===== config.mk =====
export PLATFORM = sky130hd
export DESIGN_NAME = uart_rx_param
export DESIGN_NICKNAME = d
export VERILOG_FILES = /design/src/rtl/uart_rx_param.sv
export SDC_FILE = /design/constraint.sdc
export NUM_CORES = 1
export LEC_CHECK = 0
export BUFFER_PORTS_ARGS = -buffer_cell sky130_fd_sc_hd__buf_2
export CAP_MARGIN = 20
export CORE_ASPECT_RATIO = 2
export CORE_MARGIN = 2
export CORE_UTILIZATION = 45
export DETAILED_ROUTE_END_ITERATION = 8
export PLACE_DENSITY = 0.63
export SYNTH_ARGS = -nofsm -noshare
export SYNTH_HDL_FRONTEND = slang
export SYNTH_SLANG_ARGS = --single-unit
export TNS_END_PERCENT = 30

===== constraint.sdc =====
create_clock -name clk_master -period 4.3 [get_ports clk_master]
set_input_delay 0.86 -clock clk_master [delete_from_list [all_inputs] [get_ports clk_master]]
set_output_delay 0.86 -clock clk_master [all_outputs]
set_load 0.02 [all_outputs]

===== src/rtl/uart_rx_param.sv =====
// Parametrised UART receiver: synchroniser, 3-sample majority vote, false-start rejection, framing check.
// Define UART_RX_PARITY_EN to receive and check one parity bit between data and stop bits.
module uart_rx_param #(
    parameter int DATA_BITS  = 8,
    parameter int OVERSAMPLE = 16,
    parameter int STOP_BITS  = 1,
    parameter int PARITY_ODD = 0
) (
    input  logic                 clk_master,
    input  logic                 rst_i,
    input  logic                 tick,
    input  logic                 rx_en,
    input  logic                 rx_i,
    output logic [DATA_BITS-1:0] data_o,
    output logic                 rx_done,
    output logic                 frame_err,
    output logic                 parity_err,
    output logic                 busy
);

    localparam int CNT_W = $clog2(OVERSAMPLE) + 1;
    localparam int BIT_W = $clog2(DATA_BITS);
    localparam logic [CNT_W-1:0] HALF_CNT  = CNT_W'(OVERSAMPLE / 2 - 1);
    localparam logic [CNT_W-1:0] FULL_CNT  = CNT_W'(OVERSAMPLE - 1);
    localparam logic [BIT_W-1:0] LAST_BIT  = BIT_W'(DATA_BITS - 1);
    localparam logic [BIT_W-1:0] LAST_STOP = BIT_W'(STOP_BITS - 1);

    typedef enum logic [2:0] {
        IDLE   = 3'd0,
        START  = 3'd1,
        DATA   = 3'd2,
`ifdef UART_RX_PARITY_EN
        PARITY = 3'd3,
`endif
        STOP   = 3'd4,
        DONE   = 3'd5
    } state_t;

    state_t               state;
    state_t               state_next;
    logic                 sync1;
    logic                 sync2;
    logic [2:0]           samp;
    logic [CNT_W-1:0]     tick_cnt;
    logic [BIT_W-1:0]     bit_cnt;
    logic [DATA_BITS-1:0] shreg;
    logic                 frame_flag;
    logic                 vote;
    logic                 start_edge;
    logic                 mid_start;
    logic                 mid_bit;

    // A start needs a high-to-low transition between ticks, so a held-low line never re-arms.
    assign vote       = (samp[2] & samp[1]) | (samp[2] & samp[0]) | (samp[1] & samp[0]);
    assign start_edge = tick & ~sync2 & samp[0];
    assign mid_start  = tick & (tick_cnt == HALF_CNT);
    assign mid_bit    = tick & (tick_cnt == FULL_CNT);

    always_ff @(posedge clk_master or negedge rst_i) begin
        if (!rst_i) state <= IDLE;
        else        state <= state_next;
    end

    always_comb begin
        state_next = state;
        case (state)
            IDLE:  if (rx_en && start_edge) state_next = START;
            START: if (mid_start) state_next = vote ? IDLE : DATA;
`ifdef UART_RX_PARITY_EN
            DATA:   if (mid_bit && bit_cnt == LAST_BIT) state_next = PARITY;
            PARITY: if (mid_bit) state_next = STOP;
`else
            DATA:  if (mid_bit && bit_cnt == LAST_BIT) state_next = STOP;
`endif
            STOP:  if (mid_bit && bit_cnt == LAST_STOP) state_next = DONE;
            DONE:  state_next = IDLE;
            default: state_next = IDLE;
        endcase
        if (state != IDLE && !rx_en) state_next = IDLE;
    end

    always_ff @(posedge clk_master or negedge rst_i) begin
        if (!rst_i) begin
            sync1      <= 1'b1;
            sync2      <= 1'b1;
            samp       <= 3'b111;
            tick_cnt   <= '0;
            bit_cnt    <= '0;
            shreg      <= '0;
            data_o     <= '0;
            frame_flag <= 1'b0;
        end else begin
            sync1 <= rx_i;
            sync2 <= sync1;
            if (tick) begin
                samp <= {samp[1:0], sync2};
                if (state == IDLE || mid_start && state == START || tick_cnt == FULL_CNT)
                    tick_cnt <= '0;
                else
                    tick_cnt <= tick_cnt + CNT_W'(1);
            end
            if (state == IDLE || state == START) begin
                bit_cnt <= '0;
            end else if (mid_bit && state == DATA) begin
                bit_cnt <= (bit_cnt == LAST_BIT) ? '0 : bit_cnt + BIT_W'(1);
            end else if (mid_bit && state == STOP) begin
                bit_cnt <= bit_cnt + BIT_W'(1);
            end
            if (mid_bit && state == DATA) shreg <= {vote, shreg[DATA_BITS-1:1]};
            if (state == IDLE)                      frame_flag <= 1'b0;
            else if (mid_bit && state == STOP && !vote) frame_flag <= 1'b1;
            // Loaded on the way into DONE so the word is already valid while rx_done is high.
            if (state == STOP && state_next == DONE) data_o <= shreg;
        end
    end

`ifdef UART_RX_PARITY_EN
    logic parity_flag;

    always_ff @(posedge clk_master or negedge rst_i) begin
        if (!rst_i)                                  parity_flag <= 1'b0;
        else if (state == IDLE)                      parity_flag <= 1'b0;
        else if (mid_bit && state == PARITY)
            parity_flag <= vote ^ (^shreg) ^ (PARITY_ODD != 0);
    end

    assign parity_err = rx_done & parity_flag;
`else
    assign parity_err = 1'b0;
`endif

    assign busy      = (state != IDLE);
    assign rx_done   = (state == DONE);
    assign frame_err = rx_done & frame_flag;

endmodule


==> flow_summary_export.csv <==
group,metric,value,unit
place,numPortBuffers,15,
synthesis,synthAdderAreaFrac,5.23,%
cells_and_area,nets,150,
timing,setup_tns,0,ns
min_path,min_from,"sync1",
min_path,hold_path_end,"sync2",
grt,grt_pass1_wl,4420,µm
setup_path,reg2reg_depth,6,
clock_tree,cts_made_buffers,5,
setup_path,arrival,1.43,ns
place,routabilityCongestion,0.774,
clock_tree,clock_sinks,33,
detailed_routing,vias,955,
synthesis,synth_flop_cell,"dfrtp_1",
setup_path,reg2reg_to,"shreg[5]",
timing,fmax,437,MHz
synthesis,ys_warn_count,0,
clock_tree,clk_pin_slew,0.07,ns
setup_path,path_cells,"and2b_2 > and3_1 > buf_2",
grt,overflow,0,
run,drv_cap,0,
detailed_routing,drt_first_pass_iters,4,
detailed_routing,vias_per_cell,5.52,
synthesis,synth-xor-area-share,0,%
synthesis,synth_top_family_by_area,"multiplexers",
power,powerDensity,332,nW/µm²
floorplan,die_height,87.8,µm
grt,antenna_found_initial,0,
power,leakage,0.866,nW
cells_and_area,area_growth,10.4,%
synthesis,synth_top_area_share,44.4,%
timing,drv_slew,0,
detailed_routing,ant_nets,0,
synthesis,yosysSeqAreaShare,52.7,%
clock_tree,clk_latency,0.28,ns
timing,worstMarginPinSlew,0.707,ns
clock_tree,clockBufferDepth,2,
detailed_routing,drtIter0Drc,12,
floorplan,die_area,4030,µm²
min_path,hold_depth,0,
setup_path,critical-path-max-stage-delay,0.48,ns
synthesis,synth_cell_type_count,42,
cells_and_area,layout-drive-gt1-share,36.2,%
power,vdd_drop_max,331,µV
grt,grt_max_degree,34,
clock_tree,post-cts-setup-buffer-count,0,
detailed_routing,drc_errors,0,
min_path,min_path_type,"reg -> reg",
clock_tree,cts_resized,0,
clock_tree,cts_hold_buf,0,
setup_path,r2r_start,"tick_cnt[0]",
synthesis,syn-num-nets,133,
timing,fin_skew,0.00460,ns
setup_path,crit_fanout,9,
setup_path,cpMaxStageDelayCell,"dfrtp_1",
timing,period_share,53.2,%
outcome,status,"completed",
detailed_routing,routedWlPerCell,15.5,µm
grt,track_usage,15.5,%
floorplan,fp-row-count,30,
synthesis,netlist_instances,123,
grt,grt_pass1_vias,956,
synthesis,muxShareOfSynthArea,16.8,%
floorplan,ios,17,
clock_tree,cts-root-buf,"clkbuf_8",
timing,post-route-min-period,2.29,ns
floorplan,start_util,46.7,%
detailed_routing,drt_wl_total,2670,µm
floorplan,coreArea,3380,µm²
place,place_area,1660,µm²
timing,slew-limit-headroom,52.9,%
synthesis,syn_area,1580,µm²
setup_path,cp-start-kind,"flop",
synthesis,synth_area_leaders,"dfrtp_1 (44%), mux2_2 (8.6%), dfstp_2 (8.3%), mux2_4 (7.6%), ha_1 (4.0%)",
synthesis,synth_common_cells,"dfrtp_1 (28), mux2_2 (12), mux2_4 (8)",
synthesis,syn_avg_cell_area,12.8,µm²
floorplan,fp.dieW,45.9,µm
timing,fin_hold_ws,0.358,ns
synthesis,yosysTopAreaCell,"dfrtp_1",
synthesis,synth-edff-count,0,
cells_and_area,finish.instance_area,1740,µm²
timing,rsz0062_at_grt,"false",
setup_path,r2r_slack,2.28,ns
clock_tree,htree_levels,2,
setup_path,critPathRequiredTime,3.44,ns
synthesis,synth-compound-area-share,6.42,%
synthesis,ys_seq_elements,33,
clock_tree,cts_tree,"built",
synthesis,async_reset_ff_share,100,%
synthesis,synth.most_common_cell,"dfrtp_1",
setup_path,crit_type,"reg -> out",
setup_path,end_kind,"output port",
timing,finalSetupViolations,0,
cells_and_area,diodes,0,
synthesis,synth-simple-area-share,14.8,%
timing,final-hold-violation-count,0,
place,dp_hpwl,1890,µm
==> sequential cells by signal, indices dropped and copies added (netlist names) <==
register	count
bit_cnt	3
data_o	8
frame_flag	1
samp	3
shreg	8
state	3
sync1	1
sync2	1
tick_cnt	5
==> cell type report <==
cell class              instances  area, µm²
flip-flops and latches         33        832
repair buffers                 15       75.1
clock buffers                   6       72.6
inverters                       7       26.3
clock inverters                 2       10.0
fillers                       312       1640
multi-input cells              78        687
well taps                      32       40.0
==> routing by layer <==
| metal | up-vias | GRT usage [%] | wire, µm |
|---|---|---|---|
| li1 | 467 | - | - |
| met3 | 5 | 3.71 | 86 |
| met5 | - | 0 | 0 |
| met2 | 20 | 24.4 | 1380 |
| met1 | 463 | 18.8 | 1140 |
| met4 | 0 | 8.57 | 62 |
==> layout by cell type (no fill, tap or decap), types with 2 or more instances in the layout <==
| cell | instances |
|---|---|
| o21a_1 | 2 |
| buf_2 | 15 |
| nor2b_1 | 4 |
| nand2b_1 | 3 |
| maj3_1 | 2 |
| dfstp_2 | 5 |
| clkbuf_8 | 5 |
| dfrtp_1 | 28 |
| nand3_1 | 6 |
| nand2_1 | 3 |
| nor3_1 | 3 |
| nor3b_1 | 2 |
| o22ai_1 | 3 |
| inv_1 | 7 |
| clkinv_2 | 2 |
| ha_1 | 5 |
| mux2_4 | 8 |
| mux2_2 | 12 |
| and3_1 | 2 |
==> metrics by stage <==
stage | std cells | util, % | power, mW | setup WS (ns)
detailed placement | 165 | 49.1 | 0.362 | 2.17
CTS | 173 | 51.6 | 0.589 | 2.00
finish | 173 | 51.6 | 0.578 | 2.01
global placement | 165 | 49.1 | 0.361 | 2.20
global route | 173 | 51.6 | 0.605 | 1.89
floorplan | 123 | - | 0.350 | 2.36
==> how the worst max path moves through the flow <==
stage,from,endpoint,slack (ns),cells after the start
2_1_floorplan,tick,shreg[0],2.36,5
3_3_place_gp,tick,shreg[4],2.20,4
3_5_place_dp,tick,shreg[7],2.17,4
4_1_cts,state[1],frame_err,2.00,3
5_1_grt,state[1],busy,1.89,3
6_report,state[1],frame_err,2.01,3
==> cells by family after synthesis <==
| family | count (synthesis) |
|---|---|
| multiplexers | 21 |
| AND/OR/NAND/NOR | 35 |
| other | 1 |
| buffers and inverters | 12 |
| adder cells (fa/ha/maj) | 7 |
| AO/OA/AOI/OAI | 14 |
| flip-flops | 33 |
==> critical path, delay by kind of cell, from the launching register on <==
kind                   cells  cell delay, ns
and+or+nand+nor            2            0.50
DFF                        1            0.48
buffers and inverters      1            0.15
==> report_power, final <==
group | internal, mW | switching, mW
sequential | 0.321 | 0.00491
clock | 0.112 | 0.111
combinational | 0.0112 | 0.0179
total | 0.444 | 0.134
Note: power is estimated with default switching activity, not from simulation.
